==> config.mk <==
export PLATFORM = sky130hd
export DESIGN_NAME = led_pattern_driver_flat
export DESIGN_NICKNAME = d
export VERILOG_FILES = /design/src/rtl/led_pkg.sv /design/src/rtl/led_pattern_driver_if.sv /design/src/rtl/led_pattern_driver_tick_gen.sv /design/src/rtl/led_pattern_driver.sv /design/src/flat_wrapper.sv
export SDC_FILE = /design/constraint.sdc
export NUM_CORES = 1
export LEC_CHECK = 0
export ABC_AREA = 0
export BUFFER_PORTS_ARGS = -buffer_cell sky130_fd_sc_hd__buf_4
export CORE_ASPECT_RATIO = 0.7
export CORE_MARGIN = 2
export CORE_UTILIZATION = 40
export CTS_CLUSTER_DIAMETER = 120
export CTS_CLUSTER_SIZE = 12
export DETAILED_ROUTE_END_ITERATION = 16
export GPL_TIMING_DRIVEN = 0
export PLACE_DENSITY = 0.59
export SLEW_MARGIN = 10
export SYNTH_ARGS = -nofsm -noshare
export SYNTH_HDL_FRONTEND = slang
export SYNTH_SLANG_ARGS = --single-unit
==> constraint.sdc <==
create_clock -name clock -period 3.15 [get_ports clock]
set_clock_uncertainty 0.2 [all_clocks]
set_input_delay 0.4725 -clock clock [delete_from_list [all_inputs] [get_ports clock]]
set_output_delay 0.4725 -clock clock [all_outputs]
set_load 0.02 [all_outputs]
==> src/rtl/led_pkg.sv <==
`default_nettype none
// ============================================================================
// Module   : led_pkg
// Brief    : Shared mode/colour encodings and default tick periods for the
//            LED pattern driver.
// Revision : 1.0
// ============================================================================
package led_pkg;

  localparam logic MODE_SR = 1'b0;
  localparam logic MODE_FS = 1'b1;

  localparam logic [2:0] COL_RED   = 3'b001;
  localparam logic [2:0] COL_GREEN = 3'b010;
  localparam logic [2:0] COL_BLUE  = 3'b100;

  localparam int unsigned DEF_LIMIT_0 = 32'h0080_0000;
  localparam int unsigned DEF_LIMIT_1 = 32'h0100_0000;
  localparam int unsigned DEF_LIMIT_2 = 32'h0200_0000;
  localparam int unsigned DEF_LIMIT_3 = 32'h0400_0000;

  function automatic logic is_one_hot(input logic [2:0] col);
    return (col == COL_RED) || (col == COL_GREEN) || (col == COL_BLUE);
  endfunction

endpackage
`default_nettype wire

==> src/rtl/led_pattern_driver_if.sv <==
`default_nettype none
// ============================================================================
// Module   : led_pattern_if
// Brief    : Control inputs and LED bank outputs of the pattern driver.
// Revision : 1.0
// ============================================================================
interface led_pattern_if #(
  parameter int NB_LEDS = 4
);
  logic               i_enable;
  logic               i_mode;
  logic [2:0]         i_sel_col;
  logic               i_dir;
  logic [1:0]         i_speed;
  logic [NB_LEDS-1:0] o_led_r;
  logic [NB_LEDS-1:0] o_led_g;
  logic [NB_LEDS-1:0] o_led_b;
  logic               o_tick;

  modport master (
    output i_enable, i_mode, i_sel_col, i_dir, i_speed,
    input  o_led_r, o_led_g, o_led_b, o_tick
  );

  modport slave (
    input  i_enable, i_mode, i_sel_col, i_dir, i_speed,
    output o_led_r, o_led_g, o_led_b, o_tick
  );
endinterface
`default_nettype wire

==> src/rtl/led_pattern_driver_tick_gen.sv <==
`default_nettype none
// ============================================================================
// Module   : tick_gen
// Brief    : Prescaler producing a step pulse every LIMIT_[i_speed] cycles.
// Revision : 1.0
// ============================================================================
module tick_gen
  import led_pkg::*;
#(
  parameter int          NB_COUNTER = 32,
  parameter int unsigned LIMIT_0    = DEF_LIMIT_0,
  parameter int unsigned LIMIT_1    = DEF_LIMIT_1,
  parameter int unsigned LIMIT_2    = DEF_LIMIT_2,
  parameter int unsigned LIMIT_3    = DEF_LIMIT_3
) (
  input  wire logic       clock,
  input  wire logic       i_reset,
  input  wire logic       i_enable,
  input  wire logic       i_clear,
  input  wire logic [1:0] i_speed,
  output logic            o_tick_comb,
  output logic            o_tick
);

  logic [NB_COUNTER-1:0] r_counter;
  logic [NB_COUNTER-1:0] w_limit_m1;
  logic                  r_tick;

  always_comb begin
    w_limit_m1 = NB_COUNTER'(LIMIT_0 - 1);
    case (i_speed)
      2'd0:    w_limit_m1 = NB_COUNTER'(LIMIT_0 - 1);
      2'd1:    w_limit_m1 = NB_COUNTER'(LIMIT_1 - 1);
      2'd2:    w_limit_m1 = NB_COUNTER'(LIMIT_2 - 1);
      default: w_limit_m1 = NB_COUNTER'(LIMIT_3 - 1);
    endcase
  end

  // >= so that switching to a shorter period mid-count fires at once
  assign o_tick_comb = i_enable & ~i_clear & (r_counter >= w_limit_m1);
  assign o_tick      = r_tick;

  always_ff @(posedge clock or negedge i_reset) begin
    if (!i_reset) begin
      r_counter <= '0;
      r_tick    <= 1'b0;
    end else begin
      r_tick <= o_tick_comb;
      if (!i_enable || i_clear || o_tick_comb)
        r_counter <= '0;
      else
        r_counter <= r_counter + 1'b1;
    end
  end

endmodule
`default_nettype wire

==> src/rtl/led_pattern_driver.sv <==
`default_nettype none
// ============================================================================
// Module   : led_pattern_driver
// Brief    : Rotating-LED / flash pattern generator driving RGB LED banks.
// Revision : 1.0
// ============================================================================
module led_pattern_driver
  import led_pkg::*;
#(
  parameter int          NB_LEDS    = 4,
  parameter int          NB_COUNTER = 32,
  parameter int unsigned LIMIT_0    = DEF_LIMIT_0,
  parameter int unsigned LIMIT_1    = DEF_LIMIT_1,
  parameter int unsigned LIMIT_2    = DEF_LIMIT_2,
  parameter int unsigned LIMIT_3    = DEF_LIMIT_3
) (
  input  wire logic    clock,
  input  wire logic    i_reset,
  led_pattern_if.slave bus
);

  localparam logic [NB_LEDS-1:0] c_sr_init = {{(NB_LEDS-1){1'b0}}, 1'b1};

  logic               r_mode;
  logic [2:0]         r_col;
  logic [NB_LEDS-1:0] r_sr;
  logic [NB_LEDS-1:0] r_fs;
  logic [NB_LEDS-1:0] r_led_r;
  logic [NB_LEDS-1:0] r_led_g;
  logic [NB_LEDS-1:0] r_led_b;
  logic [NB_LEDS-1:0] w_sr_next;
  logic [NB_LEDS-1:0] w_fs_next;
  logic [NB_LEDS-1:0] w_pattern;
  logic               w_mode_chg;
  logic               w_tick;

  assign w_mode_chg = (r_mode != bus.i_mode);

  tick_gen #(
    .NB_COUNTER (NB_COUNTER),
    .LIMIT_0    (LIMIT_0),
    .LIMIT_1    (LIMIT_1),
    .LIMIT_2    (LIMIT_2),
    .LIMIT_3    (LIMIT_3)
  ) u_tick_gen (
    .clock       (clock),
    .i_reset     (i_reset),
    .i_enable    (bus.i_enable),
    .i_clear     (w_mode_chg),
    .i_speed     (bus.i_speed),
    .o_tick_comb (w_tick),
    .o_tick      (bus.o_tick)
  );

  always_comb begin
    w_sr_next = r_sr;
    w_fs_next = r_fs;
    if (w_mode_chg) begin
      w_sr_next = c_sr_init;
      w_fs_next = '0;
    end else if (w_tick) begin
      if (r_mode == MODE_FS)
        w_fs_next = ~r_fs;
      else if (bus.i_dir)
        w_sr_next = {r_sr[0], r_sr[NB_LEDS-1:1]};
      else
        w_sr_next = {r_sr[NB_LEDS-2:0], r_sr[NB_LEDS-1]};
    end
  end

  // Banks are fed from next-state so the new step lands together with o_tick
  assign w_pattern = (bus.i_mode == MODE_FS) ? w_fs_next : w_sr_next;

  always_ff @(posedge clock or negedge i_reset) begin
    if (!i_reset) begin
      r_mode  <= MODE_SR;
      r_col   <= COL_RED;
      r_sr    <= c_sr_init;
      r_fs    <= '0;
      r_led_r <= '0;
      r_led_g <= '0;
      r_led_b <= '0;
    end else begin
      r_mode  <= bus.i_mode;
      r_sr    <= w_sr_next;
      r_fs    <= w_fs_next;
      if (is_one_hot(bus.i_sel_col))
        r_col <= bus.i_sel_col;
      r_led_r <= w_pattern & {NB_LEDS{r_col[0]}};
      r_led_g <= w_pattern & {NB_LEDS{r_col[1]}};
      r_led_b <= w_pattern & {NB_LEDS{r_col[2]}};
    end
  end

  assign bus.o_led_r = r_led_r;
  assign bus.o_led_g = r_led_g;
  assign bus.o_led_b = r_led_b;

endmodule
`default_nettype wire

==> src/flat_wrapper.sv <==
// flat-port wrapper written by rule: the top's interface ports become plain ports
module led_pattern_driver_flat import led_pkg::*;
#(
  parameter int          NB_LEDS    = 4,
  parameter int          NB_COUNTER = 32,
  parameter int unsigned LIMIT_0    = DEF_LIMIT_0,
  parameter int unsigned LIMIT_1    = DEF_LIMIT_1,
  parameter int unsigned LIMIT_2    = DEF_LIMIT_2,
  parameter int unsigned LIMIT_3    = DEF_LIMIT_3
)
  (clock, i_reset, bus_i_enable, bus_i_mode, bus_i_sel_col, bus_i_dir, bus_i_speed, bus_o_led_r, bus_o_led_g, bus_o_led_b, bus_o_tick);
  led_pattern_if #(.NB_LEDS(NB_LEDS)) bus_i ();
  input  wire logic clock;
  input  wire logic i_reset;
  input wire logic [$bits(bus_i.i_enable)-1:0] bus_i_enable;
  input wire logic [$bits(bus_i.i_mode)-1:0] bus_i_mode;
  input wire logic [$bits(bus_i.i_sel_col)-1:0] bus_i_sel_col;
  input wire logic [$bits(bus_i.i_dir)-1:0] bus_i_dir;
  input wire logic [$bits(bus_i.i_speed)-1:0] bus_i_speed;
  output wire logic [$bits(bus_i.o_led_r)-1:0] bus_o_led_r;
  output wire logic [$bits(bus_i.o_led_g)-1:0] bus_o_led_g;
  output wire logic [$bits(bus_i.o_led_b)-1:0] bus_o_led_b;
  output wire logic [$bits(bus_i.o_tick)-1:0] bus_o_tick;
  assign bus_i.i_enable = bus_i_enable;
  assign bus_i.i_mode = bus_i_mode;
  assign bus_i.i_sel_col = bus_i_sel_col;
  assign bus_i.i_dir = bus_i_dir;
  assign bus_i.i_speed = bus_i_speed;
  assign bus_o_led_r = bus_i.o_led_r;
  assign bus_o_led_g = bus_i.o_led_g;
  assign bus_o_led_b = bus_i.o_led_b;
  assign bus_o_tick = bus_i.o_tick;
  led_pattern_driver #(.NB_LEDS(NB_LEDS), .NB_COUNTER(NB_COUNTER), .LIMIT_0(LIMIT_0), .LIMIT_1(LIMIT_1), .LIMIT_2(LIMIT_2), .LIMIT_3(LIMIT_3)) u_core (.clock(clock), .i_reset(i_reset), .bus(bus_i));
endmodule
==> results.py, run 1 <==
metrics = {
    "status": {
        "status": "finished with violations",
        "violations": "hold timing",
    },
    "worst_hold_path": {
        "worst_hold_path_type": "in -> async",
    },
    "cells_and_area": {
        "final_common_cell": "dfrtp_1",
        "area_growth_pct": 16.6,
        "final-seq-area_um2": 1430,
        "antennaDiodeCount": 0,
        "fillCellCount": 637,
        "final_cell_mix": "55 x dfrtp_1, 46 x nor2_1, 22 x buf_4",
        "final_nets": 313,
        "multi_input_area_um2": 1310,
        "drive_above_1_share_pct": 24.3,
    },
    "sta": {
        "fin_crit_sh_pct": 80.7,
        "tns_ns": 0,
        "setup_violations": 0,
        "tightest_slew_ns": 0.759,
        "hold-worst-slack_ns": -0.0189,
        "relSlewSlack_pct": 49.2,
        "slew_viol_final": 0,
        "min_period_ns": 2.54,
        "fmax_mhz": 393,
        "finalHoldViolations": 19,
        "rsz0062_at_grt": "no",
    },
    "clock_network": {
        "holdBufCountCts": 0,
        "cts-root-buf": "clkbuf_8",
        "cts_num_sinks": 57,
        "cts_tree": "built",
        "cts_resized": 0,
        "clock_path_buffers": 2,
        "postCtsSetupBuffers": 0,
        "insertion_delay_ns": 0.33,
        "clkTransAtPathRegs_ns": 0.07,
        "htree_levels": 3,
        "numCtsBuffers": 9,
    },
    "pwr": {
        "pwr_density_cell_nw_per_um2": 454,
        "max-vdd-ir-drop_v": 0.000228,
        "leakage_nw": 1.46,
    },
    "die": {
        "initial_core_util_pct": 41.2,
        "die_area_um2": 7650,
        "core_area_um2": 6760,
        "die_h_um": 73.8,
        "ios": 23,
        "rows": 25,
        "die_x_um": 104,
    },
    "synthesis": {
        "async_flop_share_pct": 100,
        "synth_top_cell_by_area": "dfrtp_1",
        "synth_top_family_by_area": "simple AND/OR/NAND/NOR gates",
        "netlist_area_um2": 2780,
        "synth_fa_ha_area_share_pct": 1.80,
        "synth-main-ff-cell": "dfrtp_1",
        "ys_top_cells_by_area": "dfrtp_1 49%, nor2_1 6.2%, xor2_1 4.7%",
        "syn_inst": 262,
        "synthMuxAreaShare_pct": 2.70,
        "synth_top_area_share_pct": 49.5,
        "synthSimpleGateAreaFrac_pct": 24.7,
        "ys_ff_latch": 57,
        "synth_cell_types": 44,
        "synthXorXnorAreaFrac_pct": 7.56,
        "syn_avg_cell_area_um2": 10.6,
        "yosys_warnings": 0,
        "synth_compound_area_share_pct": 9.58,
        "yosysSeqAreaShare_pct": 51.4,
        "synth_edf_count": 0,
    },
    "grt": {
        "gr-usage-all-layers_pct": 15.4,
        "overflow": 0,
        "grt_pass1_vias": 1868,
        "grt_pass1_wl_um": 9060,
        "antenna_found_initial": 0,
        "grt_max_degree": 58,
    },
    "place": {
        "gp_congestion": 0.757,
        "portBuffers": 22,
        "hpwlAfterDp_um": 3640,
    },
    "critical_path": {
        "crit_chain": "ha_1 > nand3_4 > nor4_4 > a21oi_2 > nand2b_1 > buf_2 > buf_2 > nor2_1",
        "path_delay_family": "simple AND/OR/NAND/NOR gates",
        "crit_buf_inv": 2,
        "end_kind": "flip-flop",
        "start_kind": "flip-flop",
        "cp.arrival_ns": 2.56,
        "path_common_cell": "buf_2",
        "crit_slowest_cell": "nor4_4",
        "required_ns": 3.17,
        "slowest_delay_ns": 0.53,
        "crit_type": "reg -> reg",
        "critPathMaxFanout": 10,
    },
    "drt": {
        "drt-total-wl_um": 5230,
        "drt_iter0_drc": 86,
        "wire_per_inst_um": 13.2,
        "drc": 0,
        "routed-via-count": 1965,
        "post_drt_via_cell_ratio": 4.94,
        "drtPass1Iterations": 4,
        "antenna_left": 0,
    },
    "job": {
        "cap_viol_max_count": 0,
    },
}
## metal layers
layer  up-vias  track usage [%]  part of all wire (%)
met3         4             4.53                   4.7
met4         0             6.76                  0.88
met5         -                0                     0
met1       939             21.7                    54
met2        40             21.9                    40
li1        982                -                     -
## power breakdown
| group | switching, mW | internal [mW] |
|---|---|---|
| registers | 0.0185 | 0.761 |
| clock network | 0.288 | 0.279 |
| logic | 0.0756 | 0.0501 |
| total | 0.382 | 1.09 |
## final cells by class
class / instances / area share, %
sequential: 57 / 44.1
multi-input combinational: 197 / 40.4
timing repair buffer: 22 / 5.09
clock buffer: 10 / 3.94
tap: 94 / 3.63
buffer: 6 / 1.12
clock inverter: 6 / 1.08
inverter: 6 / 0.695
## stage by stage
stage                     power, mW  util [%]  setup WS (ns)  instances  area [um2]
after detailed placement      0.920      45.6          0.465        382        3080
after global routing           1.54      48.0          0.411        398        3240
after floorplan               0.857         -          0.879        266        2800
final                          1.47      48.0          0.608        398        3240
after CTS                      1.50      48.0          0.550        398        3240
after global placement        0.919      45.6          0.529        382        3080
## state kept, by name, indices dropped and copies added (netlist names)
register and count:
u_core.bus.o_led_b 4, u_core.bus.o_led_g 4, u_core.bus.o_led_r 4, u_core.r_col 3, u_core.r_fs 4, u_core.r_mode 1
u_core.r_sr 4, u_core.u_tick_gen.o_tick 1, u_core.u_tick_gen.r_counter 32
## synthesized netlist by cell type (4+ instances only)
| cell | instances |
|---|---|
| o21ai_0 | 4 |
| mux2_2 | 4 |
| ha_1 | 4 |
| xnor2_1 | 9 |
| nand3_1 | 14 |
| and2_1 | 12 |
| nand2_1 | 13 |
| xor2_1 | 15 |
| nor2_1 | 46 |
| nand4_1 | 5 |
| nor3_1 | 5 |
| and3_2 | 8 |
| dfrtp_1 | 55 |
| a21oi_1 | 14 |
| inv_1 | 6 |
## worst register-to-register path, cell delays in order (launching register included)
cell      delay (ns)
dfrtp_1         0.39
ha_1            0.24
nand3_4         0.15
nor4_4          0.53
a21oi_2         0.24
nand2b_1        0.14
buf_2           0.21
buf_2           0.25
nor2_1          0.08
## cell families (layout without fill, tap and decap cells)
family          Yosys count  in the layout
compound gates           36             36
xor+xnor                 24             24
fa+ha+maj                 4              4
buf+inv                  12             50
flops                    57             57
mux                       7              7
other cells               1              5
simple gates            121            121
## path summary, 6_finish.rpt
kind / slack [ns] / cells after the start / end / start
max in group asynchronous: 2.29 / 1 / u_core.r_fs[2] / i_reset
min in group clock: 0.09 / 1 / u_core.r_mode / bus_i_mode
hold / removal: -0.02 / 1 / u_core.u_tick_gen.r_counter[6] / i_reset
setup / recovery: 0.61 / 8 / u_core.u_tick_gen.r_counter[11] / u_core.u_tick_gen.r_counter[0]
hold reg to reg: 0.29 / 1 / u_core.u_tick_gen.r_counter[0] / u_core.u_tick_gen.r_counter[0]
setup reg to reg: 0.61 / 8 / u_core.u_tick_gen.r_counter[11] / u_core.u_tick_gen.r_counter[0]
Note: power is estimated with default switching activity, not from simulation.
==> inputs of run 2 (changes only) <==
==> constraint.sdc (replaced) <==
create_clock -name clock -period 2.6 [get_ports clock]
set_clock_uncertainty 0.2 [all_clocks]
set_input_delay 0.39 -clock clock [delete_from_list [all_inputs] [get_ports clock]]
set_output_delay 0.39 -clock clock [all_outputs]
set_load 0.02 [all_outputs]
==> results.py, run 2 (synthesis results as in run 1) <==
metrics = {
    "critical_path": {
        "crit_slowest_cell": "or4_4",
        "crit_buf_inv": 0,
        "required_ns": 2.63,
        "slowest_delay_ns": 0.59,
        "start_kind": "flip-flop",
        "path_delay_family": "simple AND/OR/NAND/NOR gates",
        "crit_type": "reg -> reg",
        "crit_chain": "ha_1 > nand3_4 > or4_4 > nor2_4 > mux2i_2 > o211ai_2 > and2_1",
        "cp.arrival_ns": 2.50,
        "end_kind": "flip-flop",
        "critPathMaxFanout": 7,
    },
    "clock_network": {
        "clock_path_buffers": 2,
        "numCtsBuffers": 9,
        "htree_levels": 3,
        "clkTransAtPathRegs_ns": 0.06,
        "cts_num_sinks": 57,
        "insertion_delay_ns": 0.34,
        "cts-root-buf": "clkbuf_8",
        "cts_tree": "built",
    },
    "sta": {
        "setup_violations": 0,
        "fin_crit_sh_pct": 95.1,
        "tightest_slew_ns": 0.767,
        "min_period_ns": 2.47,
        "fmax_mhz": 404,
        "rsz0062_at_grt": "no",
        "slew_viol_final": 0,
        "relSlewSlack_pct": 48.7,
        "finalHoldViolations": 0,
    },
    "drt": {
        "drt_iter0_drc": 102,
        "drc": 0,
        "routed-via-count": 1987,
        "antenna_left": 0,
        "drtPass1Iterations": 4,
        "wire_per_inst_um": 13.2,
        "drt-total-wl_um": 5320,
        "post_drt_via_cell_ratio": 4.94,
    },
    "cells_and_area": {
        "largest_reg_flops": 32,
        "largest_register": "u_core.u_tick_gen.r_counter",
        "final_common_cell": "dfrtp_1",
        "antennaDiodeCount": 0,
        "final_cell_mix": "55 x dfrtp_1, 46 x nor2_1, 24 x buf_4",
        "fillCellCount": 638,
        "area_growth_pct": 18.4,
        "drive_above_1_share_pct": 25.3,
        "design_area_um2": 3290,
        "final_nets": 317,
        "multi_input_area_um2": 1320,
        "final-seq-area_um2": 1430,
    },
    "place": {
        "dpl_cell_area_um2": 3080,
        "hpwlAfterDp_um": 3640,
        "gp_congestion": 0.757,
        "portBuffers": 22,
    },
    "grt": {
        "grt_pass1_vias": 1877,
        "overflow": 0,
        "gr-usage-all-layers_pct": 15.4,
        "grt_pass1_wl_um": 9090,
        "grt_max_degree": 58,
        "antenna_found_initial": 0,
    },
    "die": {
        "rows": 25,
        "ios": 23,
        "die_x_um": 104,
        "die_h_um": 73.8,
        "die_area_um2": 7650,
        "core_area_um2": 6760,
        "initial_core_util_pct": 41.2,
    },
    "pwr": {
        "finalPower_mw": 1.79,
        "leakage_nw": 1.48,
        "max-vdd-ir-drop_v": 0.000277,
        "comb_power_share_pct": 8.8,
        "p_int_mw": 1.32,
        "pwr_density_cell_nw_per_um2": 544,
        "p_seq_share_pct": 52.7,
        "p_sw_share_pct": 26.1,
        "netSwitchingPower_mw": 0.468,
        "pwr-share-clk_pct": 38.5,
    },
    "job": {
        "cap_viol_max_count": 0,
    },
    "worst_hold_path": {
        "worst_hold_path_type": "in -> reg",
    },
    "status": {
        "status": "finished, final reports clean",
    },
}
-- run 2: cell types whose count changed in the layout (fill, tap and decap cells not counted) --
cell,delta
buf_4,+2
dlygate4sd3_1,+2
a21oi_1,-1
a21oi_4,+1
mux2i_1,-1
mux2i_2,+1
-- run 2: through the flow --
step / hold WS, ns / std cells / setup WS (ns) / TNS, ns / utilization [%]
final: 0.0626 / 402 / 0.127 / 0 / 48.7
after global routing: 0.0659 / 402 / 0.00142 / 0 / 48.7
after CTS: 0.0455 / 400 / 0.000220 / 0 / 48.3
after detailed placement: 0.288 / 382 / -0.00271 / -0.00271 / 45.6
after global placement: 0.277 / 382 / 0.0584 / 0 / 45.6
after floorplan: -0.106 / 266 / 0.329 / 0 / -
-- run 2: final cells by class --
class | count | share of cell area, %
clock inverters | 6 | 1.06
inverters | 6 | 0.684
clock buffers | 10 | 3.88
plain buffers | 6 | 1.10
multi-input cells | 197 | 40.2
well taps | 94 | 3.57
repair buffers | 26 | 6.08
flip-flops and latches | 57 | 43.4
-- run 2: power groups by stage --
stage / Combinational [mW] / Sequential (mW) / Clock [mW]
6_report: 0.157 / 0.945 / 0.690
4_1_cts: 0.157 / 0.945 / 0.713
5_1_grt: 0.175 / 0.949 / 0.751
2_1_floorplan: 0.0674 / 0.971 / 0
3_5_place_dp: 0.154 / 0.961 / 0
3_3_place_gp: 0.154 / 0.960 / 0
-- run 2: per-layer routing --
layer / track usage [%] / up-vias / routed length, um
met1: 21.7 / 950 / 2940
met3: 4.53 / 7 / 214
met5: 0 / - / 0
li1: - / 992 / -
met4: 6.76 / 0 / 74
met2: 22.1 / 38 / 2100
-- run 2: repair_timing --
action                                 4_1_cts  5_1_grt
hold buffers                                 2        0
gates resized for setup                      0        3
buffers inserted                             0        2
setup endpoints to repair                    0       32
endpoints found under the hold margin       56        0
-- run 2: path summary, 6_finish.rpt --
kind	end	slack (ns)	from	cells past startpoint
worst max-delay path	u_core.bus.o_led_g[1]	0.13	u_core.u_tick_gen.r_counter[0]	7
worst min-delay path	u_core.r_col[0]	0.06	bus_i_sel_col[1]	2
worst max register to register	u_core.bus.o_led_g[1]	0.13	u_core.u_tick_gen.r_counter[0]	7
worst min register to register	u_core.u_tick_gen.r_counter[0]	0.30	u_core.u_tick_gen.r_counter[0]	1
max in group asynchronous	u_core.r_fs[2]	1.27	i_reset	2
min in group asynchronous	u_core.u_tick_gen.r_counter[6]	0.45	i_reset	2
